$ cat config.mk
export PLATFORM = sky130hd
export DESIGN_NAME = seg7_scan_readback
export DESIGN_NICKNAME = d
export VERILOG_FILES = /design/src/rtl/seg7_pkg.sv /design/src/rtl/seg7_glyph_decode.sv /design/src/rtl/seg7_scan_readback.sv
export SDC_FILE = /design/constraint.sdc
export NUM_CORES = 1
export LEC_CHECK = 0
export ABC_AREA = 1
export BUFFER_PORTS_ARGS = -buffer_cell sky130_fd_sc_hd__buf_2
export CORE_MARGIN = 2
export CORE_UTILIZATION = 35
export DETAILED_ROUTE_END_ITERATION = 7
export GPL_TIMING_DRIVEN = 0
export PLACE_DENSITY = 0.62
export REMOVE_ABC_BUFFERS = 1
export SLEW_MARGIN = 20
export SYNTH_ARGS = -nofsm -noshare
export SYNTH_HDL_FRONTEND = slang
export SYNTH_SLANG_ARGS = --single-unit
$ cat constraint.sdc
create_clock -name clk -period 2 [get_ports clk]
set_input_delay 0.4 -clock clk [delete_from_list [all_inputs] [get_ports clk]]
set_output_delay 0.4 -clock clk [all_outputs]
set_load 0.03 [all_outputs]
$ cat src/rtl/seg7_pkg.sv
// Shared 7-segment constants so the scan encoder and the readback decoder use one glyph table.
package seg7_pkg;

  localparam int unsigned DIGITS      = 4;
  localparam logic [3:0]  ANODE_BLANK = 4'hF;

  // Active-low g..a patterns, indexed by the hex value they display.
  localparam logic [6:0] GLYPH [16] = '{
    7'h40, 7'h79, 7'h24, 7'h30, 7'h19, 7'h12, 7'h02, 7'h78,
    7'h00, 7'h10, 7'h08, 7'h03, 7'h46, 7'h21, 7'h06, 7'h0E
  };

  function automatic logic single_low(input logic [3:0] an);
    logic [3:0] low;
    low = ~an;
    return (low != 4'h0) && ((low & (low - 4'h1)) == 4'h0);
  endfunction

endpackage

$ cat src/rtl/seg7_glyph_decode.sv
// Combinational reverse lookup of an active-low cathode pattern to its hex code.
module seg7_glyph_decode
  import seg7_pkg::*;
(
  input  logic [6:0] seg,
  output logic       match,
  output logic [3:0] code
);

  always_comb begin
    match = 1'b0;
    code  = '0;
    for (int unsigned i = 0; i < 16; i++) begin
      if (seg == GLYPH[i]) begin
        match = 1'b1;
        code  = 4'(i);
      end
    end
  end

endmodule

$ cat src/rtl/seg7_scan_readback.sv
// Rebuilds the four displayed digits from a sampled active-low anode/cathode scan.
module seg7_scan_readback
  import seg7_pkg::*;
#(
  parameter int unsigned SETTLE  = 3,
  parameter int unsigned TIMEOUT = 4096
) (
  input  logic        clk,
  input  logic        rest,
  input  logic [3:0]  an,
  input  logic [7:0]  cat,
  output logic [15:0] dig,
  output logic [3:0]  dig_ok,
  output logic [3:0]  dp,
  output logic        frame_valid,
  output logic        err,
  output logic        stale
);

  localparam int unsigned TW = $clog2(TIMEOUT) + 1;
  localparam logic [TW-1:0] T_LAST      = TW'(TIMEOUT - 1);
  localparam logic [3:0]    SETTLE_MAX  = 4'(SETTLE);
  localparam logic [3:0]    SETTLE_LAST = 4'(SETTLE - 1);
  localparam logic [11:0]   SYNC_BLANK  = {ANODE_BLANK, 8'hFF};

  localparam logic [0:0] ST_WAIT = 1'b0;
  localparam logic [0:0] ST_HOLD = 1'b1;

  logic [11:0]   sync1, s, p;
  logic [0:0]    state;
  logic [3:0]    cnt;
  logic [3:0]    seen;
  logic [TW-1:0] tcnt;

  logic [3:0] s_an;
  logic [7:0] s_cat;
  logic [3:0] low;
  logic [1:0] idx;
  logic       change, fire, one_low, multi_low;
  logic       g_match;
  logic [3:0] g_code;
  logic [3:0] seen_next;

  assign s_an  = s[11:8];
  assign s_cat = s[7:0];
  assign low   = ~s_an;

  seg7_glyph_decode u_decode (
    .seg   (s_cat[6:0]),
    .match (g_match),
    .code  (g_code)
  );

  always_comb begin
    change    = (s != p);
    fire      = (state == ST_WAIT) && !change && (cnt == SETTLE_LAST);
    one_low   = single_low(s_an);
    multi_low = (low != 4'h0) && !one_low;
    seen_next = seen | low;
    idx       = '0;
    for (int unsigned i = 0; i < DIGITS; i++) begin
      if (low[i]) idx = 2'(i);
    end
  end

  assign stale = (tcnt == T_LAST);

  always_ff @(posedge clk) begin
    if (rest) begin
      sync1       <= SYNC_BLANK;
      s           <= SYNC_BLANK;
      p           <= SYNC_BLANK;
      state       <= ST_WAIT;
      cnt         <= '0;
      seen        <= '0;
      tcnt        <= '0;
      dig         <= '0;
      dig_ok      <= '0;
      dp          <= '0;
      frame_valid <= 1'b0;
      err         <= 1'b0;
    end else begin
      sync1       <= {an, cat};
      s           <= sync1;
      p           <= s;
      frame_valid <= 1'b0;
      err         <= 1'b0;

      case (state)
        ST_WAIT: begin
          if (change) cnt <= '0;
          else if (cnt != SETTLE_MAX) cnt <= cnt + 4'h1;
          if (fire) state <= ST_HOLD;
        end
        default: begin
          if (change) begin
            cnt   <= '0;
            state <= ST_WAIT;
          end
        end
      endcase

      if (fire && multi_low) err <= 1'b1;

      // A completed frame clears seen on the capture edge, so frame_valid lines up with the last digit.
      if (fire && one_low) begin
        dig[{idx, 2'b00} +: 4] <= g_code;
        dig_ok[idx]            <= g_match;
        dp[idx]                <= ~s_cat[7];
        tcnt                   <= '0;
        if (seen_next == 4'hF) begin
          seen        <= '0;
          frame_valid <= 1'b1;
        end else begin
          seen <= seen_next;
        end
      end else if (tcnt != T_LAST) begin
        tcnt <= tcnt + 1'b1;
      end
    end
  end

endmodule

==> results.sh <==
export IMPL_worst_pin_slew_ps=709
export IMPL_status="finished with violations"
export IMPL_grt_pass1_vias=2991
export IMPL_finalPower_mw=3.13
export IMPL_cp_arrival_ps=1610
export IMPL_drive_gt1_share_pct=20.7
export IMPL_worstSetupPathType="flip-flop to output port"
export IMPL_dp_hpwl_mm=5.37
export IMPL_die_width_um=107
export IMPL_die_area_um2=11400
export IMPL_ant_nets=0
export IMPL_critical_path_required_ps=1600
export IMPL_ctsLongestPathBuffers=2
export IMPL_drc=0
export IMPL_stdcell_count=726
export IMPL_critPathMaxFanout=4
export IMPL_nFillCells=1099
export IMPL_antenna_cells=0
export IMPL_clock_sinks=84
export IMPL_synth_top_area_share_pct=45.5
export IMPL_slowest_delay_ps=370
export IMPL_path_cells="ha_4, nand3_4, nor2_4, nand2_2, or2_4, inv_2, buf_6"
export IMPL_syn_to_final_growth_pct=18.2
export IMPL_end_kind="output port"
export IMPL_ys_ff_latch=84
export IMPL_path_buf_inv=2
export IMPL_yosysWarningCount=0
export IMPL_setup_tns_ps=-8.21
export IMPL_synthTopCellsByArea="dfxtp_1, nand2_1, nor2_1"
export IMPL_relSlewSlack_pct=52.6
export IMPL_wirelength_mm=7.58
export IMPL_ioPinCount=41
export IMPL_hold_violations=0
export IMPL_grt_antenna_before_repair=0
export IMPL_syn_area_per_cell_um2=6.91
export IMPL_ff2ff_setup_slack_ps=190
export IMPL_wl_per_cell_um=10.4
export IMPL_initial_core_util_pct=36.0
export IMPL_slew_viol_final=0
export IMPL_hp_class="primary input to flip-flop"
export IMPL_grt_first_pass_wirelength_mm=13.1
export IMPL_ys_seq_area_share_pct=45.5
export IMPL_synth_edf_count=0
export IMPL_portBuffers=40
export IMPL_rsz0062_at_grt="true"
export IMPL_async_reset_ff_share_pct=0
export IMPL_yosysMostFrequentCell="nand2_1"
export IMPL_nets=602
export IMPL_clkLatencyLatePin_ps=360
export IMPL_fp_coreArea_um2=10300
export IMPL_finish_instance_area_um2=4370
export IMPL_root_buffer="clkbuf_8"
export IMPL_ir_drop_uv=500
export IMPL_drtIter0Drc=173
export IMPL_rows=37
export IMPL_gp_congestion=0.791
export IMPL_min_period_over_period_pct=100
export IMPL_drtPass1Iterations=4
export IMPL_drv_cap=0
export IMPL_syn_inst=535
export IMPL_cts_tree="yes"
export IMPL_start_kind="flip-flop"
export IMPL_yosys_area_top_type="dfxtp_1"
export IMPL_die_y_um=107
export IMPL_grt_overflow=0
export IMPL_synth_commonest_cells="nand2_1, nor2_1, dfxtp_1, inv_1, nand3_1"
export IMPL_setup_slack_ps=-8.21
export IMPL_crit_slowest_cell="dfxtp_4"
export IMPL_track_usage_pct=14.4
export IMPL_min_period_ps=2010
export IMPL_cts_buffers=9
export IMPL_htreeDepth=3
export IMPL_grt_max_degree=41
export IMPL_dr_total_vias=3183
export IMPL_pwr_density_cell_nw_per_um2=717
export IMPL_critPathTopFamily="simple AND/OR/NAND/NOR gates"
export IMPL_path_clk_slew_ps=80
export IMPL_finalClockSkew_ps=10.7
export IMPL_place_area_um2=4010
export IMPL_ys_types=26
export IMPL_syn_area_um2=3690
export IMPL_vias_per_cell=4.38
export IMPL_final_util_pct=42.5
export IMPL_dp_cells=701
export IMPL_clock_fmax_mhz=498
export IMPL_ys_flop_type="dfxtp_1"
export IMPL_failed_checks="negative setup slack"
export IMPL_final_setup_viol_count=1
export IMPL_hold_buffers=0
export IMPL_power_leakage_nw=2.14
repair_timing:
action	in CTS	in global routing
setup endpoints to repair	16	39
resized for setup	12	17
pin swaps	3	6
setup buffers	3	6
hold endpoints to repair	0	0
gates cloned	0	0
sequential cells by signal (all words and copies together), names as in the netlist, 4 cells and up:
signal,count
p,12
dig,16
dp,4
sync1,12
s,12
tcnt,13
dig_ok,4
seen,4
cnt,4
worst paths after layout:
path,startpoint,cells after the start,end
worst max register to register,cnt[0],10,dig[7]
worst min-delay path,cat[7],2,sync1[7]
worst min register to register,sync1[2],1,s[2]
worst max-delay path,tcnt[0],7,stale
per-stage QoR:
step	worst slack (ps)	hold slack, ps
4_1_cts	-106	206
5_1_grt	-102	199
3_3_place_gp	-502	392
2_1_floorplan	71.0	389
6_report	-8.21	214
3_5_place_dp	-467	392
worst reg2reg max path, stage by stage, from the launching register on:
cell	delay (ps)
dfxtp_1	340
inv_1	80
ha_1	150
nor3b_2	180
nand2_1	120
nor2_4	150
nand3_2	140
inv_1	120
nand2_2	160
o21ai_0	220
nor2_1	60
final cells by class:
| type | instances | area, um^2 | area share, % |
|---|---|---|---|
| repair buffers | 49 | 287 | 6.56 |
| clock buffers | 12 | 145 | 3.32 |
| well taps | 136 | 170 | 3.90 |
| clock inverters | 4 | 48.8 | 1.12 |
| multi-input cells | 376 | 1780 | 40.7 |
| flip-flops and latches | 84 | 1700 | 38.8 |
| inverters | 65 | 244 | 5.59 |
layout by cell type, fill, tap and decap left out, types with 3 or more instances in the layout:
master    Yosys  layout
nand4_1       7       7
buf_4         0       8
a21oi_1       9       9
buf_2         2      39
nor2_4        4       5
nor2_2        0       3
dfxtp_1      84      76
dfxtp_2       0       6
xnor2_1       6       6
inv_2         4       6
or2_2        26      25
nor2_1      114     110
clkbuf_8      0      10
nand3_1      30      29
xor2_1        4       4
nor3_1        8       6
o21ai_0       5       4
inv_1        61      59
nand2_2       2       4
nand2_1     148     146
metal layers:
layer  share of wire (%)  track usage [%]
met4                 1.9             5.66
met3                 3.7             4.26
met1                  47             17.6
met5                   0                0
met2                  47             23.7
kinds of logic (layout without fill, tap and decap cells):
logic type | after synthesis | after routing | share of synthesized area [%]
adders and majority gates | 3 | 3 | 1.02
xor gates and xnor gates | 10 | 10 | 2.37
buffers and inverters | 75 | 130 | 8.09
AOI/OAI and AO/OA | 18 | 18 | 2.57
DFF | 84 | 84 | 45.5
and+or+nand+nor | 345 | 345 | 40.4
where the power goes:
group | switching, mW | total, mW | internal [mW]
clock | 0.587 | 1.20 | 0.610
combinational | 0.121 | 0.197 | 0.0759
sequential | 0.0291 | 1.74 | 1.71
total | 0.737 | 3.13 | 2.39
No activity file was read; power rests on OpenSTA's default activity.
